### src/rtl/serial_subtractor_4bit.sv
// rtl/serial_subtractor_4bit.sv - bit-serial a - b - bin, one bit per clock, start/busy/done handshake.
// Optional macro SUB_OVERFLOW_EN adds a registered two's-complement overflow output (ovf).
module serial_subtractor_4bit #(
  parameter int WIDTH = 4
) (
  input  logic             clk,
  input  logic             rst_n,
  input  logic             start,
  input  logic [WIDTH-1:0] a,
  input  logic [WIDTH-1:0] b,
  input  logic             bin,
  output logic             busy,
  output logic             done,
  output logic [WIDTH-1:0] diff,
  output logic             bout
`ifdef SUB_OVERFLOW_EN
  ,
  output logic             ovf
`endif
);

  localparam int CW = $clog2(WIDTH) + 1;

  typedef enum logic [1:0] {IDLE, SHIFT, DONE} state_t;

  state_t           state_q, state_d;
  logic [WIDTH-1:0] a_q, a_d;
  logic [WIDTH-1:0] b_q, b_d;
  logic [WIDTH-1:0] res_q, res_d;
  logic [WIDTH-1:0] diff_q, diff_d;
  logic             brw_q, brw_d;
  logic             bout_q, bout_d;
  logic [CW-1:0]    cnt_q, cnt_d;

  logic             d_bit;
  logic             brw_nxt;
  logic             last_bit;
  logic [WIDTH-1:0] res_sh;

`ifdef SUB_OVERFLOW_EN
  // Operand sign bits are shifted out of a_q/b_q, so keep copies for the overflow term.
  logic amsb_q, amsb_d;
  logic bmsb_q, bmsb_d;
  logic ovf_q, ovf_d;
`endif

  assign d_bit    = a_q[0] ^ b_q[0] ^ brw_q;
  assign brw_nxt  = (~a_q[0] & b_q[0]) | (~(a_q[0] ^ b_q[0]) & brw_q);
  assign last_bit = (cnt_q == CW'(WIDTH - 1));
  assign res_sh   = WIDTH'({d_bit, res_q} >> 1);

  always_comb begin
    state_d = state_q;
    a_d     = a_q;
    b_d     = b_q;
    res_d   = res_q;
    diff_d  = diff_q;
    brw_d   = brw_q;
    bout_d  = bout_q;
    cnt_d   = cnt_q;
`ifdef SUB_OVERFLOW_EN
    amsb_d  = amsb_q;
    bmsb_d  = bmsb_q;
    ovf_d   = ovf_q;
`endif

    unique case (state_q)
      IDLE, DONE: begin
        state_d = IDLE;
        if (start) begin
          state_d = SHIFT;
          a_d     = a;
          b_d     = b;
          brw_d   = bin;
          res_d   = '0;
          cnt_d   = '0;
`ifdef SUB_OVERFLOW_EN
          amsb_d  = a[WIDTH-1];
          bmsb_d  = b[WIDTH-1];
`endif
        end
      end
      SHIFT: begin
        a_d   = a_q >> 1;
        b_d   = b_q >> 1;
        res_d = res_sh;
        brw_d = brw_nxt;
        cnt_d = cnt_q + CW'(1);
        if (last_bit) begin
          state_d = DONE;
          diff_d  = res_sh;
          bout_d  = brw_nxt;
`ifdef SUB_OVERFLOW_EN
          ovf_d   = (amsb_q ^ bmsb_q) & (d_bit ^ amsb_q);
`endif
        end
      end
      default: state_d = IDLE;
    endcase
  end

  always_ff @(posedge clk or negedge rst_n) begin
    if (!rst_n) begin
      state_q <= IDLE;
      a_q     <= '0;
      b_q     <= '0;
      res_q   <= '0;
      diff_q  <= '0;
      brw_q   <= 1'b0;
      bout_q  <= 1'b0;
      cnt_q   <= '0;
`ifdef SUB_OVERFLOW_EN
      amsb_q  <= 1'b0;
      bmsb_q  <= 1'b0;
      ovf_q   <= 1'b0;
`endif
    end else begin
      state_q <= state_d;
      a_q     <= a_d;
      b_q     <= b_d;
      res_q   <= res_d;
      diff_q  <= diff_d;
      brw_q   <= brw_d;
      bout_q  <= bout_d;
      cnt_q   <= cnt_d;
`ifdef SUB_OVERFLOW_EN
      amsb_q  <= amsb_d;
      bmsb_q  <= bmsb_d;
      ovf_q   <= ovf_d;
`endif
    end
  end

  assign busy = (state_q == SHIFT);
  assign done = (state_q == DONE);
  assign diff = diff_q;
  assign bout = bout_q;
`ifdef SUB_OVERFLOW_EN
  assign ovf  = ovf_q;
`endif

endmodule

### config.mk
export PLATFORM = sky130hd
export DESIGN_NAME = serial_subtractor_4bit
export DESIGN_NICKNAME = d
export VERILOG_FILES = /design/src/rtl/serial_subtractor_4bit.sv
export SDC_FILE = /design/constraint.sdc
export NUM_CORES = 1
export LEC_CHECK = 0
export CORE_ASPECT_RATIO = 0.9
export CORE_MARGIN = 3
export CORE_UTILIZATION = 30
export DETAILED_ROUTE_END_ITERATION = 8
export PLACE_DENSITY = 0.58
export SLEW_MARGIN = 25
export SYNTH_ARGS = -nofsm -noshare
export SYNTH_HDL_FRONTEND = slang
export SYNTH_SLANG_ARGS = --single-unit
### constraint.sdc
create_clock -name clk -period 2.7 [get_ports clk]
set_clock_uncertainty 0.15 [all_clocks]
set_input_delay 0.405 -clock clk [delete_from_list [all_inputs] [get_ports clk]]
set_output_delay 0.405 -clock clk [all_outputs]
set_load 0.1 [all_outputs]
Word level (Yosys, flattened, before mapping). Cells that the tools add are included.

$add $sub $neg: 1. Equal/unequal tests: 5. Mux-type cells: 13. Bitwise operators: 7. Reduce and logical (&&, ||, !) cells: 5.

Operators by type and width (number): 4-bit case mux with 2 select lines (3); 4-bit two-way mux (3); 3-bit case mux with 2 select lines (1); 2-bit case mux with 2 select lines (1); 2-bit AND reduction (2); 3-bit by 1-bit adder with 3-bit output (second input constant) (1); 3-bit by 2-bit == test with 1-bit output (second input constant) (1); 3-bit two-way mux (1); 1-bit bitwise AND (2); 2-bit by 1-bit == test with 1-bit output (second input constant) (1); 2-bit == test (second input constant) (1); 2-bit zero test (1); 1-bit two-way mux (2); 2-bit two-way mux (1); 2-bit by 1-bit != test with 1-bit output (second input constant) (1); 2-bit != test (second input constant) (1); 1-bit NOT (2); 1-bit case mux with 2 select lines (1); 2-bit nonzero test (1); 2-bit OR reduction (1); 1-bit bitwise XOR (2); 1-bit bitwise OR (1).

Bits in registers: 23. Input bits: 12. Word-level logic and storage cells: 39.

Longest topological paths before layout. Gate-level depths: netlist of run 1.

Word-level depth: 5. Gate-level depth with buffers: 6. Mapped depth without buffers: 5.

Worst setup path after synthesis of run 1. Ideal clock, no wire load.

Kind: reg-to-output. Start point: reg state_q[1]. End point: out done. Data arrival time: 1.851 ns. Data required time: 2.145 ns. Slack: 0.294 ns. Stages on the path, launching flop included: 3. Path buffers: 1. Cell sequence: dfrtp_1 -> buf_6 -> nor2b_1.

Longest elaborated chain between the ends: 1.

Ends and longest elaborated chain: from (decl) (RTL line 26) `state_t state_q, state_d;`; from (signal assigned) (RTL line 118) `state_q <= state_d;`; 2-bit == test (RTL line 135) `assign done = (state_q == DONE);`; to (decl) (RTL line 13) `output logic done,`.

Every way passes these cells.

Worst setup path in the final report of run 1.
Start point: reg state_q[0]. End point: out busy.

Longest elaborated chain between the ends: 1.

Ends and longest elaborated chain: 2-bit by 1-bit == test with 1-bit output (RTL line 134) `assign busy = (state_q == SHIFT);`; to (decl) (RTL line 12) `output logic busy,`.

Every way passes these cells.

==> results of run 1 <==
[stage by stage]
step,cell area [um2],setup WS [ns],util (%)
2_1_floorplan,1040,0.294,-
4_1_cts,1310,0.500,41.2
3_3_place_gp,1240,0.731,38.9
3_5_place_dp,1240,0.684,38.9
6_report,1310,0.506,41.2
5_1_grt,1310,0.364,41.2
[metal layers]
metal	vias up	GRT usage, %	part of all wire, %
met5	-	0	0
met4	0	1.70	0
met3	0	3.78	6.2
met2	23	16.3	45
met1	340	13.6	48
li1	348	-	-
[worst max path at each step]
stage / cells past startpoint / slack (ns) / endpoint / from
detailed placement: 4 / 0.68 / a_q[3] / start
floorplan: 2 / 0.29 / done / state_q[1]
CTS: 3 / 0.50 / busy / state_q[0]
global placement: 4 / 0.73 / b_q[3] / start
finish: 3 / 0.51 / busy / state_q[0]
global route: 3 / 0.36 / busy / state_q[0]
[area by class of cell]
class / count / area share [%]
clock buffer: 3 / 3.15
tap: 42 / 4.01
sequential: 22 / 42.0
multi-input combinational: 56 / 32.4
clock inverter: 1 / 2.29
inverter: 5 / 1.62
timing repair buffer: 20 / 14.5
[cells in the mapped netlist (all sizes together), types with 2 or more instances]
library cell	count
a211oi	3
clkbuf	2
a21oi	4
nor2	7
nor3	4
o22ai	4
ha	2
mux2	8
a22o	7
inv	5
mux2i	3
buf	4
o21ai	3
nand2b	2
dfrtp	22
nor2b	5
[worst max-delay path, delay by kind of cell, from the launching register on]
| family | cells | cell delay (ns) |
|---|---|---|
| buffers and inverters | 2 | 0.36 |
| AND/OR/NAND/NOR | 1 | 0.33 |
| flip-flops | 1 | 0.68 |
[logic make-up after synthesis]
kind of cell             after synthesis  synth area share (%)
AO/OA/AOI/OAI                         21                  13.8
adder cells (fa/ha/maj)                3                  4.33
buffers and inverters                 11                  6.25
flip-flops                            22                  52.9
multiplexers                          11                  11.9
AND/OR/NAND/NOR                       21                  10.8
[registers in the layout (all words and copies together) (netlist names)]
| register | flops |
|---|---|
| state_q | 2 |
| a_q | 4 |
| b_q | 4 |
| brw_q | 1 |
| bout | 1 |
| diff | 4 |
| res_q | 3 |
| cnt_q | 3 |
==> results.md, run 1 <==
* Status: completed
* Total track usage at 10.3%
* Max FO, Critical Path at 17
* CTS Hold Bufs at 0
* Die area at 4210 um2
* Fraction of registers with async set/reset at 100%
* Req. time, crit path at 2.14 ns
* Distinct cell type count of the synthesized netlist at 27
* Cells along the critical path: nand2b_1 -> inv_4 -> buf_12
* Most used flip-flop cell after synthesis: dfrtp_1
* Max-cap violation count at 0
* Worst r2r src: state_q[0]
* Post-synth EDFFs at 0
* Area grow syn2layout at 26.0%
* CP Launch Type: flop
* Worst-path clk slew at 0.08 ns
* Top cells by area, synth: dfrtp_1, mux2_2, a22o_1
* Worst-margin pin slew at 0.528 ns
* Gate Count Post-Synth at 89
* Width of the die at 68.1 um
* CTS Buf Count at 3
* Most common cell after layout, fill and taps aside: dfrtp_1
* YS warnings at 0
* Initial antenna violation count at 0
* Initial core utilization at 32.7%
* CTS H-tree depth at 1
* Net Count, Synth at 104
* TNS Setup at 0 ns
* Total grt overflow at 0
* Final Setup Violations at 0
* Core area at 3190 um2
* Largest net degree at the start of global routing at 23
* Layout cells sized above 1 at 21.5%
* Slew headroom at 64.8%
* Worst path slowest cell: dfrtp_1
* DP Wirelength at 1420 um
* Post-CTS Repair Setup Buffers at 0
* DRC violations left at 0
* FF-to-FF End: b_q[3]
* Placer Congestion at 0.781
* Vias at 711
* R2R setup slack at 1.01 ns
* Min Hold Slack at 0.338 ns
* Vias in the first global route at 691
* HP Class: in -> async
* Register area share after synthesis at 52.9%
* Final Hold Vio Count at 0
* Avg Vias per Cell at 4.77
* Max incr delay on CP at 0.68 ns
* Mapped Area at 1040 um2
* Area taken by multi-input logic gates at 425 um2
* Worst R2R Path Depth at 4
* Final period util at 81.3%
* Filler cell count at 337
* Ant diodes at 0
* FF+latch count, synth at 22
* Area leader, netlist: dfrtp_1
* Yosys top cell area share at 52.9%
* Io pins at 19
* Post-Route WL at 1940 um
* Final nets at 123
* Row cnt at 19
* Port bufs at 18
* Element type at the critical path end: primary output
* RSZ-0062 raised after global routing: false
* Most frequent cells in the layout: dfrtp_1, clkdlybuf4s50_1, buf_4
* Post_cts resized at 0
* Placed cells at 145
* Clock buffer depth at 2
* Die Ht at 61.9 um
* Tmin final at 2.19 ns
* Clock sinks at 22
* Pre-antenna DRT Iters at 4
* Worst-Skew Late Latency at 0.26 ns
* Avg Inst Size Synth at 11.7 um2
* Routed length per placed instance at 13.0 um
* Number of DRC markers in iteration 0 at 36
* First-pass GRT wire length at 3190 um
* CTS tree: done
* Final ANT Viol Nets at 0
* Setup CP Type: reg -> out
* Crit path DAT at 1.64 ns
* Peak Freq at 456 MHz
* Reg area at 551 um2
* Final non-filler cell total at 149
* Final slew viol count at 0
* Root Driver: clkbuf_8
Power of run 1 is not shown: default switching activity piles up to over one toggle a cycle in this logic, so the estimate is an artifact.
==> run 2: changes to the inputs <==
- PLACE_DENSITY: 0.58 -> 0.59
- clock period: 2.7 -> 1.9 ns (I/O delays scaled with it)
==> run 2 against run 1 <==
Compared with the run above: die area unchanged; routed wire length is 6.0% higher; largest cell class unchanged; worst setup slack worse by 0.36 ns; worst hold slack worse by 0.12 ns; sequential cell count stayed put; non-clock buffer count up 3; register-to-register slack got worse by 0.76 ns; first-iteration DRC count is 14% higher; final area is 7.7% higher; critical endpoint unchanged; critical path depth did not move.
==> results.md, run 2 (synthesized netlist as in run 1, its figures left out) <==
* Status: completed
* Most common cell after layout, fill and taps aside: dfrtp_1
* Area grow syn2layout at 35.7%
* Io pins at 19 (unchanged)
* Width of the die at 68.1 um (unchanged)
* Max-cap violation count at 0 (unchanged)
* Utilization after layout at 44.3% (+3.2 points)
* DP Wirelength at 1570 um (+10%)
* Total grt overflow at 0 (unchanged)
* TNS Setup at 0 ns (unchanged)
* Ant diodes at 0 (unchanged)
* Final Setup Violations at 0 (unchanged)
* Number of DRC markers in iteration 0 at 41 (+14%)
* CTS H-tree depth at 1 (unchanged)
* Total track usage at 11.2% (+0.98 points)
* Max FO, Critical Path at 12 (-5)
* Port bufs at 18 (unchanged)
* Placer Congestion at 0.768 (-1.7%)
* RSZ-0062 raised after global routing: false
* CTS Buf Count at 3 (unchanged)
* Worst R2R Path Depth at 3 (-1)
* Vias at 722 (+1.5%)
* Worst-margin pin slew at 0.412 ns (-0.116 ns)
* Worst-Skew Late Latency at 0.26 ns (about the same)
* Post-CTS Repair Setup Buffers at 0 (unchanged)
* Top delay family on crit path: flip-flops
* Root Driver: clkbuf_8
* Worst path slowest cell: dfrtp_2
* Core area at 3190 um2 (unchanged)
* Clock sinks at 22 (unchanged)
* Min Hold Slack at 0.215 ns (-0.124 ns)
* WP buf/inv at 2 (unchanged)
* Cells along the critical path: nand2b_1 -> inv_4 -> buf_12
* Part of the power in registers at 31.2%
* Avg Vias per Cell at 4.75 (-0.46%)
* Worst r2r src: a_q[0]
* Peak VDD IR at 1.44 mV
* Routed length per placed instance at 13.5 um (+3.9%)
* Filler cell count at 306 (-9.2%)
* Tmin final at 1.75 ns
* Largest net degree at the start of global routing at 23 (unchanged)
* Sw Ratio at 43.1%
* Post_cts resized at 0 (unchanged)
* P per Cell Area at 2060 nW/um2
* FF-to-FF End: res_q[3]
* Final nets at 126 (+2.4%)
* CTS Hold Bufs at 0 (unchanged)
* Setup CP Type: reg -> out
* Req. time, crit path at 1.46 ns (-0.68 ns)
* Clock buffer depth at 2 (unchanged)
* Clk pwr share at 14.9%
* Final ANT Viol Nets at 0 (unchanged)
* Final slew viol count at 0 (unchanged)
* Pre-antenna DRT Iters at 4 (unchanged)
* HP Class: in -> async
* Crit path DAT at 1.32 ns (-0.32 ns)
* Peak Freq at 570 MHz
* Die area at 4210 um2 (unchanged)
* Post-Route WL at 2050 um (+6.0%)
* CTS tree: done
* Slew headroom at 72.5% (+7.6 points)
* Die Ht at 61.9 um (unchanged)
* Row cnt at 19 (unchanged)
* Max incr delay on CP at 0.52 ns (-0.16 ns)
* Worst-path clk slew at 0.08 ns (about the same)
* Layout cells sized above 1 at 25.5% (+4.0 points)
* Final Hold Vio Count at 0 (unchanged)
* Vias in the first global route at 760 (+10%)
* Final period util at 92.3%
* Leakage Power at 0.621 nW
* First-pass GRT wire length at 3500 um (+9.5%)
* Element type at the critical path end: primary output
* Int Power at 1.66 mW
* R2R setup slack at 0.25 ns (-0.76 ns)
* Initial antenna violation count at 0 (unchanged)
* CP Launch Type: flop
* Most frequent cells in the layout: dfrtp_1, clkdlybuf4s50_1, a22o_1, buf_12
* Sw power at 1.26 mW
* DRC violations left at 0 (unchanged)
* Initial core utilization at 32.7% (unchanged)
* Combinational fraction of design power at 53.9%
run 2: cell count changes in the layout (fill, tap and decap cells not counted):
cell	change
buf_12	+6
buf_4	-3
dfrtp_1	-1
dfrtp_2	+1
nor2b_1	-1
nor2b_2	+1
run 2: per-stage QoR:
step / total power, mW / setup WS (ns) / cells / area [um2]
after floorplan: 1.99 / 0.138 / 89 / 1040
after global placement: 2.45 / 0.277 / 148 / 1340
after detailed placement: 2.51 / 0.223 / 148 / 1340
after CTS: 2.95 / 0.0509 / 152 / 1410
after global routing: 3.11 / 0.0776 / 152 / 1410
final: 2.92 / 0.146 / 152 / 1410
run 2: how the worst max path moves through the flow:
stage	start	endpoint	slack (ns)	cells past startpoint
final	state_q[1]	busy	0.15	3
after global routing	state_q[0]	busy	0.08	3
after CTS	state_q[1]	busy	0.05	3
after detailed placement	start	b_q[1]	0.22	5
after global placement	b_q[0]	res_q[3]	0.28	4
after floorplan	state_q[1]	done	0.14	2
run 2: layout make-up:
| class | count | area, um2 | share of cell area (%) |
|---|---|---|---|
| inverter | 5 | 21.3 | 1.51 |
| sequential | 22 | 552 | 39.1 |
| timing repair buffer | 23 | 288 | 20.4 |
| clock buffer | 3 | 41.3 | 2.92 |
| multi-input combinational | 56 | 428 | 30.3 |
| tap | 42 | 52.6 | 3.72 |
| clock inverter | 1 | 30.0 | 2.13 |
run 2: power by group through the flow:
stage | registers (mW) | logic, mW | clock network [mW]
final | 0.910 | 1.57 | 0.436
after floorplan | 1.16 | 0.831 | 0
after detailed placement | 0.922 | 1.59 | 0
after global placement | 0.903 | 1.54 | 0
after CTS | 0.913 | 1.59 | 0.443
after global routing | 0.946 | 1.69 | 0.466
run 2: layer usage:
metal  vias to the layer above  GRT usage, %  part of all wire [%]
met3                         0          3.78                   5.2
li1                        357             -                     -
met1                       346          14.4                    46
met4                         0          2.83                     0
met5                         -             0                     0
met2                        19          18.4                    48
Note: power is estimated with default switching activity, not from simulation.
==> run 3: changes to the inputs <==
- SETUP_SLACK_MARGIN: unset -> 0.1
==> run 3 against run 2 <==
Compared with the run above: register-to-register slack about the same; final cell count increased by 2.0%; routed wire length increased by 1.0%.
==> results.md, run 3 (synthesized netlist as in run 1, its figures left out) <==
* Final Hold Vio Count at 0 (unchanged)
* Req. time, crit path at 1.46 ns (about the same)
* Total grt overflow at 0 (unchanged)
* Status: completed
* Sw Ratio at 42.9% (-0.21 points)
* Io pins at 19 (unchanged)
* Initial core utilization at 32.7% (unchanged)
* Worst-margin pin slew at 0.415 ns (+0.00243 ns)
* DP Wirelength at 1570 um (unchanged)
* Initial antenna violation count at 0 (unchanged)
* Pre-antenna DRT Iters at 3 (-1)
* CTS H-tree depth at 1 (unchanged)
* Row cnt at 19 (unchanged)
* Most common cell after layout, fill and taps aside: dfrtp_1
* Int Power at 1.68 mW (+1.3%)
* Slew headroom at 72.3% (-0.16 points)
* Final slew viol count at 0 (unchanged)
* Largest net degree at the start of global routing at 23 (unchanged)
* Peak Freq at 590 MHz (+3.5%)
* Post-Route WL at 2070 um (+1.0%)
* TNS Setup at 0 ns (unchanged)
* Element type at the critical path end: primary output
* Leakage Power at 0.636 nW (+2.5%)
* Placed cells at 148 (unchanged)
* CTS Buf Count at 3 (unchanged)
* Placer Congestion at 0.768 (unchanged)
* Final nets at 129 (+2.4%)
* Clock sinks at 22 (unchanged)
* First-pass GRT wire length at 3500 um (unchanged)
* RSZ-0062 raised after global routing: false
* HP Class: in -> async
* Max FO, Critical Path at 8 (-4)
* Clk pwr share at 14.8% (about the same)
* Layer with the highest usage: met2
* Finished Cell Area at 1440 um2 (+1.7%)
* M3 GR Usage at 3.78% (unchanged)
* CTS tree: done
* Layout cells sized above 1 at 28.3% (+2.9 points)
* CTS Hold Bufs at 0 (unchanged)
* Part of the power in registers at 30.7% (-0.5 points)
* Met1 Track Usage GR at 14.4% (unchanged)
* Final non-filler cell total at 155 (+2.0%)
* Area grow syn2layout at 38.0%
* Routed length per placed instance at 13.4 um (-0.93%)
* Total track usage at 11.2% (unchanged)
* Avg Vias per Cell at 4.71 (-0.85%)
* Crit path DAT at 1.26 ns (-0.06 ns)
* Clock buffer depth at 2 (unchanged)
* Ant diodes at 0 (unchanged)
* Final ANT Viol Nets at 0 (unchanged)
* P per Cell Area at 2050 nW/um2 (-0.70%)
* Worst-path clk slew at 0.08 ns (about the same)
* Port bufs at 18 (unchanged)
* Width of the die at 68.1 um (unchanged)
* Placed Area at 1340 um2 (unchanged)
* Root Driver: clkbuf_8
* Tmin final at 1.69 ns (-0.0588 ns)
* Most frequent cells in the layout: dfrtp_1, clkdlybuf4s50_1, buf_4
* Setup CP Type: reg -> out
* Vias in the first global route at 760 (unchanged)
* Grt met2 use at 18.4% (unchanged)
* CP Launch Type: flop
* Die Ht at 61.9 um (unchanged)
* Final period util at 89.2% (-3.1 points)
* Number of DRC markers in iteration 0 at 29 (-29%)
* Final Setup Violations at 0 (unchanged)
* Peak VDD IR at 1.44 mV (-0.32%)
* Combinational fraction of design power at 54.5% (+0.6 points)
* Worst-Skew Late Latency at 0.26 ns (about the same)
* Die area at 4210 um2 (unchanged)
* DRC violations left at 0 (unchanged)
* Max-cap violation count at 0 (unchanged)
* Core area at 3190 um2 (unchanged)
* Sw power at 1.26 mW (+0.47%)
* Vias at 730 (+1.1%)
run 3: power by group through the flow:
stage / Sequential [mW] / Combinational, mW / Clock [mW]
after floorplan: 1.16 / 0.831 / 0
after global routing: 0.938 / 1.73 / 0.466
after detailed placement: 0.922 / 1.59 / 0
after global placement: 0.903 / 1.54 / 0
after CTS: 0.914 / 1.59 / 0.443
final: 0.903 / 1.60 / 0.437
run 3: layer usage:
| metal | wire length (um) | vias to the layer above |
|---|---|---|
| met5 | 0 | - |
| met4 | 0 | 0 |
| met3 | 107 | 0 |
| met2 | 1010 | 19 |
| met1 | 953 | 349 |
| li1 | - | 362 |
run 3: path summary, 6_finish.rpt:
kind / start / endpoint / slack, ns / cells past startpoint
hold reg to reg: cnt_q[0] / cnt_q[0] / 0.36 / 1
min in group clk: cnt_q[0] / cnt_q[0] / 0.36 / 1
hold / removal: rst_n / diff[0] / 0.21 / 2
setup / recovery: state_q[1] / busy / 0.21 / 3
max in group asynchronous: rst_n / state_q[0] / 1.15 / 2
setup reg to reg: a_q[0] / res_q[3] / 0.25 / 3
run 3: per-stage QoR:
stage               power, mW  worst slack (ns)  utilization, %  hold WS (ns)
floorplan                1.99             0.138               -        -0.161
global placement         2.45             0.277            42.1         0.340
detailed placement       2.51             0.223            42.1         0.346
CTS                      2.95             0.142            44.3         0.229
global route             3.13             0.157            45.1         0.230
finish                   2.94             0.205            45.1         0.212
run 3: worst max-delay path, cell delays in order, from the launching register on:
cell and delay [ns]:
dfrtp_2 0.48, nand2b_1 0.22, inv_4 0.12, buf_12 0.18
run 3: area by class of cell:
type	count	area, um2
Multi-Input combinational cell	56	428
Fill cell	305	1750
Timing Repair Buffer	26	310
Tap cell	42	52.6
Clock inverter	1	30.0
Clock buffer	3	41.3
Sequential cell	22	553
Inverter	5	21.3
run 3: what timing repair did:
item	CTS	global route
setup buffers	0	3
gates resized for setup	1	1
endpoints found under the setup margin	2	1
pin swaps	0	0
